$ cat src/rtl/cp0_exception_ctrl.sv
// cp0_exception_ctrl
//   Coprocessor-0 exception controller. Holds Status(12), Cause(13) and EPC(14),
//   accepts synchronous exceptions, external interrupts and eret from decode,
//   and issues a registered one-cycle PC redirect followed by a multi-cycle
//   pipeline flush.
// Ports
//   clock, reset          : system clock, synchronous active-high reset
//   exc_break/exc_syscall/exc_overflow/exc_reserved : exception events
//   eret                  : return from exception
//   mtc0/mfc0, cp0_sel    : CP0 write/read strobes and register number
//   wdata                 : mtc0 write data
//   pc_plus_4             : value saved to EPC on exception/interrupt
//   pipe_stall            : no event accepted while high
//   irq                   : asynchronous level interrupt requests
//   rdata                 : mfc0 read data (combinational, all-ones when idle)
//   redirect_valid/pc     : one-cycle redirect strobe and target
//   flush, busy           : flush window / FSM not idle
//   status_q/cause_q/epc_q: current register values
module cp0_exception_ctrl #(
  parameter int unsigned DATA_WIDTH   = 32,
  parameter int unsigned NUM_IRQ      = 6,
  parameter logic [DATA_WIDTH-1:0] EXC_VECTOR = 32'h0000F000,
  parameter int unsigned FLUSH_CYCLES = 3
) (
  input  logic                  clock,
  input  logic                  reset,
  input  logic                  exc_break,
  input  logic                  exc_syscall,
  input  logic                  exc_overflow,
  input  logic                  exc_reserved,
  input  logic                  eret,
  input  logic                  mtc0,
  input  logic                  mfc0,
  input  logic [4:0]            cp0_sel,
  input  logic [DATA_WIDTH-1:0] wdata,
  input  logic [DATA_WIDTH-1:0] pc_plus_4,
  input  logic                  pipe_stall,
  input  logic [NUM_IRQ-1:0]    irq,
  output logic [DATA_WIDTH-1:0] rdata,
  output logic                  redirect_valid,
  output logic [DATA_WIDTH-1:0] redirect_pc,
  output logic                  flush,
  output logic                  busy,
  output logic [DATA_WIDTH-1:0] status_q,
  output logic [DATA_WIDTH-1:0] cause_q,
  output logic [DATA_WIDTH-1:0] epc_q
);

  localparam logic [0:0] ST_IDLE  = 1'b0;
  localparam logic [0:0] ST_FLUSH = 1'b1;
  localparam int unsigned CW = (FLUSH_CYCLES > 1) ? $clog2(FLUSH_CYCLES) : 1;

  localparam logic [4:0] EC_INT = 5'd0;
  localparam logic [4:0] EC_SYS = 5'd8;
  localparam logic [4:0] EC_BP  = 5'd9;
  localparam logic [4:0] EC_RI  = 5'd10;
  localparam logic [4:0] EC_OV  = 5'd12;

  logic [NUM_IRQ-1:0]    irq_s1, irq_s2;
  logic [DATA_WIDTH-1:0] status_r, epc_r;
  logic [4:0]            exc_code_r;
  logic [1:0]            sw_ip_r;
  logic [0:0]            state_r;
  logic [CW-1:0]         cnt_r;

  logic                  int_req, any_exc, idle_go;
  logic                  take_exc, take_eret, do_mtc0;
  logic [4:0]            exc_code_nxt;

  // Cause is assembled, not stored whole: hardware IP follows the synchronised
  // irq lines every cycle, and the two software IP bits are ORed onto [9:8]
  // (they share positions with irq[1:0]).
  always_comb begin
    cause_q      = '0;
    cause_q[6:2] = exc_code_r;
    for (int i = 0; i < int'(NUM_IRQ); i++) cause_q[8+i] = irq_s2[i];
    cause_q[9:8] = cause_q[9:8] | sw_ip_r;
  end

  assign status_q = status_r;
  assign epc_q    = epc_r;

  assign int_req = status_r[0] & (|(cause_q[15:8] & status_r[15:8]));
  assign any_exc = exc_reserved | exc_overflow | exc_syscall | exc_break | int_req;
  assign idle_go = (state_r == ST_IDLE) & ~pipe_stall;

  assign take_exc  = idle_go & any_exc;
  assign take_eret = idle_go & ~any_exc & eret;
  assign do_mtc0   = idle_go & ~any_exc & ~eret & mtc0;

  always_comb begin
    exc_code_nxt = EC_INT;
    if      (exc_reserved) exc_code_nxt = EC_RI;
    else if (exc_overflow) exc_code_nxt = EC_OV;
    else if (exc_syscall)  exc_code_nxt = EC_SYS;
    else if (exc_break)    exc_code_nxt = EC_BP;
  end

  // mfc0 reads pre-edge register values, so a same-cycle mtc0 is not visible.
  always_comb begin
    rdata = '1;
    if (mfc0) begin
      case (cp0_sel)
        5'd12:   rdata = status_r;
        5'd13:   rdata = cause_q;
        5'd14:   rdata = epc_r;
        default: rdata = '1;
      endcase
    end
  end

  always_ff @(posedge clock) begin
    if (reset) begin
      irq_s1 <= '0;
      irq_s2 <= '0;
    end else begin
      irq_s1 <= irq;
      irq_s2 <= irq_s1;
    end
  end

  always_ff @(posedge clock) begin
    if (reset) begin
      status_r   <= '0;
      epc_r      <= '0;
      exc_code_r <= '0;
      sw_ip_r    <= '0;
    end else if (take_exc) begin
      status_r[0] <= 1'b0;
      exc_code_r  <= exc_code_nxt;
      epc_r       <= pc_plus_4;
    end else if (take_eret) begin
      status_r[0] <= 1'b1;
    end else if (do_mtc0) begin
      case (cp0_sel)
        5'd12:   status_r <= wdata;
        5'd13:   sw_ip_r  <= wdata[9:8];
        5'd14:   epc_r    <= wdata;
        default: ;
      endcase
    end
  end

  // Redirect target sits at all-ones except during the strobe cycle.
  always_ff @(posedge clock) begin
    if (reset) begin
      redirect_valid <= 1'b0;
      redirect_pc    <= '1;
    end else begin
      redirect_valid <= take_exc | take_eret;
      if (take_exc)       redirect_pc <= EXC_VECTOR;
      else if (take_eret) redirect_pc <= epc_r;
      else                redirect_pc <= '1;
    end
  end

  // Counter is loaded with FLUSH_CYCLES-1 so FLUSH lasts exactly FLUSH_CYCLES.
  always_ff @(posedge clock) begin
    if (reset) begin
      state_r <= ST_IDLE;
      cnt_r   <= '0;
    end else begin
      case (state_r)
        ST_IDLE: begin
          if (take_exc | take_eret) begin
            state_r <= ST_FLUSH;
            cnt_r   <= CW'(FLUSH_CYCLES - 1);
          end
        end
        default: begin
          if (cnt_r == '0) state_r <= ST_IDLE;
          else             cnt_r   <= cnt_r - 1'b1;
        end
      endcase
    end
  end

  assign flush = (state_r == ST_FLUSH);
  assign busy  = (state_r != ST_IDLE);

endmodule

$ cat config.mk
export PLATFORM = sky130hd
export DESIGN_NAME = cp0_exception_ctrl
export DESIGN_NICKNAME = d
export VERILOG_FILES = /design/src/rtl/cp0_exception_ctrl.sv
export SDC_FILE = /design/constraint.sdc
export NUM_CORES = 1
export LEC_CHECK = 0
export ABC_CLOCK_PERIOD_IN_PS = 5550
export CAP_MARGIN = 20
export CORE_MARGIN = 2
export CORE_UTILIZATION = 35
export DETAILED_ROUTE_END_ITERATION = 7
export PLACE_DENSITY = 0.68
export SKIP_CTS_REPAIR_TIMING = 1
export SYNTH_ARGS = -nofsm -noshare
export SYNTH_HDL_FRONTEND = slang
export SYNTH_SLANG_ARGS = --single-unit
$ cat constraint.sdc
create_clock -name clock -period 5.55 [get_ports clock]
set_input_delay 1.3875 -clock clock [delete_from_list [all_inputs] [get_ports clock]]
set_output_delay 1.3875 -clock clock [all_outputs]
set_load 0.01 [all_outputs]
==> results of run 1 <==
[power groups by stage]
stage	Sequential (W)	Clock, W	Combinational (W)
3_3_place_gp	0.000946	0	0.000345
2_1_floorplan	0.000952	0	0.000158
3_5_place_dp	0.000947	0	0.000350
5_1_grt	0.000934	0.00105	0.000375
6_report	0.000929	0.000999	0.000351
4_1_cts	0.000929	0.00101	0.000351
[layer usage]
layer	vias to the layer above	routed length, um	track usage [%]
li1	2587	-	-
met1	2693	8580	29.0
met2	284	9830	38.4
met3	44	1540	6.31
met4	0	601	9.96
met5	-	0	0
[critical path, stage by stage]
cell and delay (ns):
sky130_fd_sc_hd__clkdlybuf4s50_1 0.43, sky130_fd_sc_hd__nand4bb_1 0.32, sky130_fd_sc_hd__nor2_1 0.63, sky130_fd_sc_hd__nand2_1 0.20, sky130_fd_sc_hd__o211ai_1 0.15, sky130_fd_sc_hd__clkdlybuf4s50_1 0.57
[area by class of cell]
class	instances	area share [%]
Multi-Input combinational cell	429	35.0
Sequential cell	118	27.8
Timing Repair Buffer	238	27.6
Clock buffer	22	5.59
Tap cell	216	3.18
Clock inverter	5	0.619
Inverter	3	0.133
[worst max-delay path by stage]
stage                endpoint  slack, ns  cells past startpoint
floorplan           rdata[14]       1.48                      6
global placement    rdata[13]       0.56                      6
detailed placement  rdata[13]       0.48                      6
CTS                 rdata[13]       0.52                      6
global route        rdata[13]       0.38                      6
finish              rdata[13]       0.48                      6
[flip-flops by register name, indices dropped and copies added (netlist names)]
signal,count
epc_q,32
redirect_pc,32
status_q,32
irq_s1,6
irq_s2,6
exc_code_r,4
cnt_r,2
sw_ip_r,2
busy,1
redirect_valid,1
[cells by family after synthesis]
| logic type | after synthesis | synth area share, % |
|---|---|---|
| AO/OA/AOI/OAI | 212 | 25.4 |
| AND/OR/NAND/NOR | 129 | 12.9 |
| flip-flops | 118 | 41.3 |
| buffers and inverters | 86 | 8.72 |
| multiplexers | 65 | 11.4 |
| adder cells (fa/ha/maj) | 1 | 0.218 |
| other | 1 | 0.0655 |
[stage by stage]
step	cells	hold WS (ns)	power [W]	area, sq um
global placement	1003	0.417	0.00129	7950
detailed placement	1003	0.424	0.00130	7950
floorplan	633	0.414	0.00111	5800
global route	1031	0.457	0.00236	8490
finish	1031	0.434	0.00228	8490
CTS	1030	0.437	0.00229	8470
[layout by cell type, fill, tap and decap left out, drive strengths merged, types with 2 or more instances in the layout]
master         netlist  routed
o41ai                2       2
or3                  5       5
or2                  2       2
or4                  2       2
a21oi               97      97
clkbuf              29      22
inv                  3       3
nor2                33      33
buf                 54      15
nand2b               4       4
nor4                 3       3
nand3                7       7
nand2               15      15
a211oi              33      33
o211ai              10      10
nand4               35      35
nor3                 3       3
dfxtp              118     118
conb                 1      22
o21a                 3       3
clkinv               0       3
a22o                 2       2
o21ai               58      58
clkdlybuf4s50        0     223
mux2i               65      65
nor2b               13      13
==> impl_metrics.ini, run 1 <==
[layout]
finalCoreUtilization_pct = 53.2
sequential_cell_area_sq_um = 2360
fill_cells = 1434
multi_input_gate_area_sq_um = 2970
nNetsFinal = 893
n_antenna_cell = 0
layout-drive-gt1-share_pct = 11.7
area.growth.synth_to_final_pct = 48.2

[worst_hold_path]
whs_path_depth = 1
min_to = irq_s2[5]$_SDFF_PP0_
hold_path.startpoint = irq_s1[5]$_SDFF_PP0_
hold_path.class = reg2reg

[floorplanning]
floorplan.die.height_um = 132
initial_core_util_pct = 35.9
floorplan.core_area_sq_um = 15900
fp.dieW_um = 132
fp.dieArea_sq_um = 17400
std_cell_rows = 46
number_of_placed_i_o_pins = 248

[clock_tree]
cts_root_buffer = sky130_fd_sc_hd__clkbuf_16
reg_clk_slew_reported_paths_ns = 0.05
htree_levels = 4
cts_buffers = 17
worstSkewPairLatency_ns = 0.41
ctsLongestPathBuffers = 2
clock_sink_count = 118
cts_tree = done

[pwr]
comb_power_share_pct = 15.4
intPower_w = 0.00171
largest_voltage_drop_on_the_vdd_net_v = 0.000206
power_frac_clock_pct = 43.8
power.share.switching_pct = 24.9
power.density_nw_per_um2 = 269
power.switching_w = 0.000568
leakage_nw = 3.25
seq_power_share_pct = 40.8

[sta]
final.setup_skew_ns = 0.0129
min_period_over_period_pct = 91.3
final-hold-violation-count = 0
rsz0062_at_grt = false
setup-tns-final_ns = 0
final-setup-viol-count = 0
worst_slew_pin_slew_ns = 1.03
top_achievable_clock_speed_mhz = 197
period_minus_slack_ns = 5.07
timing.final.max_slew_violations = 0
final.setup.worst_slack_ns = 0.480
max_slew_margin_pct = 31.2

[placement]
io_buffers = 225
preCtsSetupSlack_ns = 0.482
detailedPlacementHpwl_um = 14200
gp_congestion = 0.888

[yosys]
synth.most_common_cell = sky130_fd_sc_hd__dfxtp_1
synth-main-ff-cell = sky130_fd_sc_hd__dfxtp_1
synth_area_leaders = sky130_fd_sc_hd__dfxtp_1, sky130_fd_sc_hd__mux2i_1, sky130_fd_sc_hd__a21oi_1
synth-edff-count = 0
ys_ff_latch = 118
synth_top_cells_by_count = sky130_fd_sc_hd__dfxtp_1, sky130_fd_sc_hd__a21oi_1, sky130_fd_sc_hd__mux2i_1, sky130_fd_sc_hd__o21ai_0, sky130_fd_sc_hd__nand4_1
yosysSeqAreaShare_pct = 41.3
synth_top_area_share_pct = 41.3
syn_avg_cell_area_sq_um = 9.36
syn_inst_count = 612
ys.warnings.count = 0
mappedNetlistArea_sq_um = 5730
synth_top_cell_by_area = sky130_fd_sc_hd__dfxtp_1
post_synthesis_async_set_or_reset_flop_share_pct = 0
ys_types = 53

[global_routing]
grt_start_max_net_pins = 64
initial_antenna_violation_count = 0
grt_remaining_overflow = 0
grt_util_all_layers_pct = 23.4
first_global_vias = 5530
grt_pass1_wl_um = 31900

[drt]
first_pass_iters = 5
routedWlPerCell_um = 19.9
drc_violations_left = 0
avgViaCountPerCell = 5.44
number_of_vias_in_the_routed_layout = 5608
finalWirelength_um = 20600
detailedRoute.firstIterationViolations = 483
final_antenna_net_count = 0

[worst_setup_path]
critPathLaunch = cp0_sel[4]
ff2ff_path_depth = 5
setup.worst_path.start_class = input port
worst_ep_arrival_time_ns = 3.68
timing.critical_path.to_type = output port
worst_setup_path_class = in2out
worst-endpoint-required_ns = 4.16
r2r_end = epc_q[30]$_SDFFE_PP0P_
worst-path-max-fanout = 10
critical_path.reg2reg.startpoint = irq_s2[5]$_SDFF_PP0_
r2r_setup_slack_ns = 2.57

[run]
drv_cap = 0

[outcome]
status = complete, no violations
Power figures use the tool's default switching activity.
==> inputs of run 2 (changes only) <==
--- a/config.mk
+++ b/config.mk
@@ -7,10 +7,10 @@
 export LEC_CHECK = 0
 export ABC_CLOCK_PERIOD_IN_PS = 5550
 export CAP_MARGIN = 20
-export CORE_MARGIN = 2
 export CORE_UTILIZATION = 35
 export DETAILED_ROUTE_END_ITERATION = 7
 export PLACE_DENSITY = 0.68
+export RECOVER_POWER = 25
 export SKIP_CTS_REPAIR_TIMING = 1
 export SYNTH_ARGS = -nofsm -noshare
 export SYNTH_HDL_FRONTEND = slang
==> run 2 against run 1 <==
The flow now finishes with violations (capacitance limit, slew limit). Sequential power barely moved. Utilization rose by 0.88 points. Global-route usage up 1.4 points. Total power rose by 9.5%. Routed wire length grew 0.32%. Clock power up 22%. Critical endpoint is now rdata[23]. Count of clock-buffer cells in the layout down 1. Sequential share of layout area decreased by 0.45 points. Non-clock buffer count increased by 2. Largest power group unchanged. Cell count rose by 0.68%.
==> impl_metrics.ini, run 2 (synthesis gave the netlist of run 1 again) <==
[outcome]
status = complete, but fails checks
failed_checks = capacitance limit, slew limit

[pwr]
power.density_nw_per_um2 = 289
leakage_nw = 3.31
largest_voltage_drop_on_the_vdd_net_v = 0.000201

[drt]
number_of_vias_in_the_routed_layout = 5653
finalWirelength_um = 20600
final_antenna_net_count = 0
avgViaCountPerCell = 5.45
drc_violations_left = 0
first_pass_iters = 5
detailedRoute.firstIterationViolations = 425
routedWlPerCell_um = 19.9

[sta]
final.setup.worst_slack_ns = 0.773
min_period_over_period_pct = 86.1
top_achievable_clock_speed_mhz = 209
final-hold-violation-count = 0
max_slew_margin_pct = -60.8
period_minus_slack_ns = 4.78
final-setup-viol-count = 0
timing.final.max_slew_violations = 123
rsz0062_at_grt = false
worst_slew_pin_slew_ns = 2.41
final.setup_skew_ns = 0.00836
setup-tns-final_ns = 0

[clock_tree]
ctsLongestPathBuffers = 2
reg_clk_slew_reported_paths_ns = 0.06
clock_sink_count = 118
cts_buffers = 17
cts_tree = done
worstSkewPairLatency_ns = 0.41
cts_root_buffer = sky130_fd_sc_hd__clkbuf_16
htree_levels = 4

[layout]
n_antenna_cell = 0
mostFrequentLayoutCells = sky130_fd_sc_hd__clkdlybuf4s50_1, sky130_fd_sc_hd__dfxtp_1, sky130_fd_sc_hd__a21oi_1
area.growth.synth_to_final_pct = 50.7
stdcell_count = 1038
sequential_cell_area_sq_um = 2360
nNetsFinal = 895
multi_input_gate_area_sq_um = 2970
mostFrequentLayoutCell = sky130_fd_sc_hd__clkdlybuf4s50_1
layout-drive-gt1-share_pct = 12.3
fin_area_sq_um = 8630
finalCoreUtilization_pct = 54.1
fill_cells = 1422

[floorplanning]
fp.dieArea_sq_um = 16900
fp.dieW_um = 130
initial_core_util_pct = 35.9
floorplan.core_area_sq_um = 15900
std_cell_rows = 46
floorplan.die.height_um = 130
number_of_placed_i_o_pins = 248

[worst_hold_path]
hold_path.startpoint = irq_s1[0]$_SDFF_PP0_
min_to = irq_s2[0]$_SDFF_PP0_
whs_path_depth = 1
hold_path.class = reg2reg

[worst_setup_path]
worst-path-max-fanout = 32
r2r_end = epc_q[22]$_SDFFE_PP0P_
r2r_setup_slack_ns = 2.57
timing.critical_path.to_type = output port
worst-endpoint-required_ns = 4.16
worst_ep_arrival_time_ns = 3.39
ff2ff_path_depth = 5
worst_setup_path_class = in2out
critical_path.reg2reg.startpoint = irq_s2[5]$_SDFF_PP0_
setup.worst_path.start_class = input port

[placement]
detailed_place.area_sq_um = 7960
io_buffers = 225
detailedPlacementHpwl_um = 13800
preCtsSetupSlack_ns = 0.799
place_inst = 1005
gp_congestion = 0.847

[global_routing]
grt_util_all_layers_pct = 24.8
grt_pass1_wl_um = 31400
grt_start_max_net_pins = 76
grt_remaining_overflow = 0
first_global_vias = 5607
initial_antenna_violation_count = 0

[run]
drv_cap = 2
run 2: cell types whose count changed in the layout (fill, tap and decap cells not counted), sizes merged:
cell | previous run | this run
clkdlybuf4s50 | 223 | 173
dlygate4sd3 | 0 | 50
clkbuf | 22 | 23
bufinv | 1 | 5
clkinv | 3 | 5
run 2: routing by layer:
metal | wire length, um | global-route usage [%] | part of all wire (%)
met3 | 1360 | 4.80 | 6.6
met4 | 689 | 12.9 | 3.3
met1 | 8780 | 30.7 | 43
met2 | 9800 | 40.9 | 48
met5 | 0 | 0 | 0
run 2: critical path, cell delays in order:
cell and delay, ns:
sky130_fd_sc_hd__clkdlybuf4s50_1 0.52, sky130_fd_sc_hd__nor2_1 0.21, sky130_fd_sc_hd__nand2_1 0.14, sky130_fd_sc_hd__buf_4 0.28
sky130_fd_sc_hd__o21ai_0 0.27, sky130_fd_sc_hd__clkdlybuf4s50_1 0.58
run 2: worst max-delay path by stage:
| stage | from | endpoint | slack, ns |
|---|---|---|---|
| CTS | cp0_sel[0] | rdata[23] | 0.79 |
| global route | cp0_sel[0] | rdata[22] | 0.64 |
| detailed placement | cp0_sel[3] | rdata[31] | 0.80 |
| floorplan | cp0_sel[1] | rdata[14] | 1.48 |
| global placement | cp0_sel[4] | rdata[14] | 0.85 |
| finish | cp0_sel[0] | rdata[23] | 0.77 |
run 2: power by group:
part	internal, W	switching, W	total [W]
clock network	0.000822	0.000398	0.00122
registers	0.000891	0.0000368	0.000928
logic	0.000181	0.000166	0.000347
total	0.00189	0.000601	0.00250
run 2: final cells by class:
| cell class | count | share of cell area [%] |
|---|---|---|
| timing repair buffer | 240 | 27.3 |
| clock inverter | 11 | 2.29 |
| multi-input combinational | 429 | 34.4 |
| clock buffer | 21 | 5.34 |
| sequential | 118 | 27.4 |
| inverter | 3 | 0.131 |
| tap | 216 | 3.13 |
run 2: stage by stage:
| step | power, W | hold slack (ns) |
|---|---|---|
| finish | 0.00250 | 0.433 |
| global route | 0.00258 | 0.461 |
| CTS | 0.00251 | 0.434 |
| detailed placement | 0.00130 | 0.420 |
| global placement | 0.00129 | 0.415 |
| floorplan | 0.00111 | 0.414 |
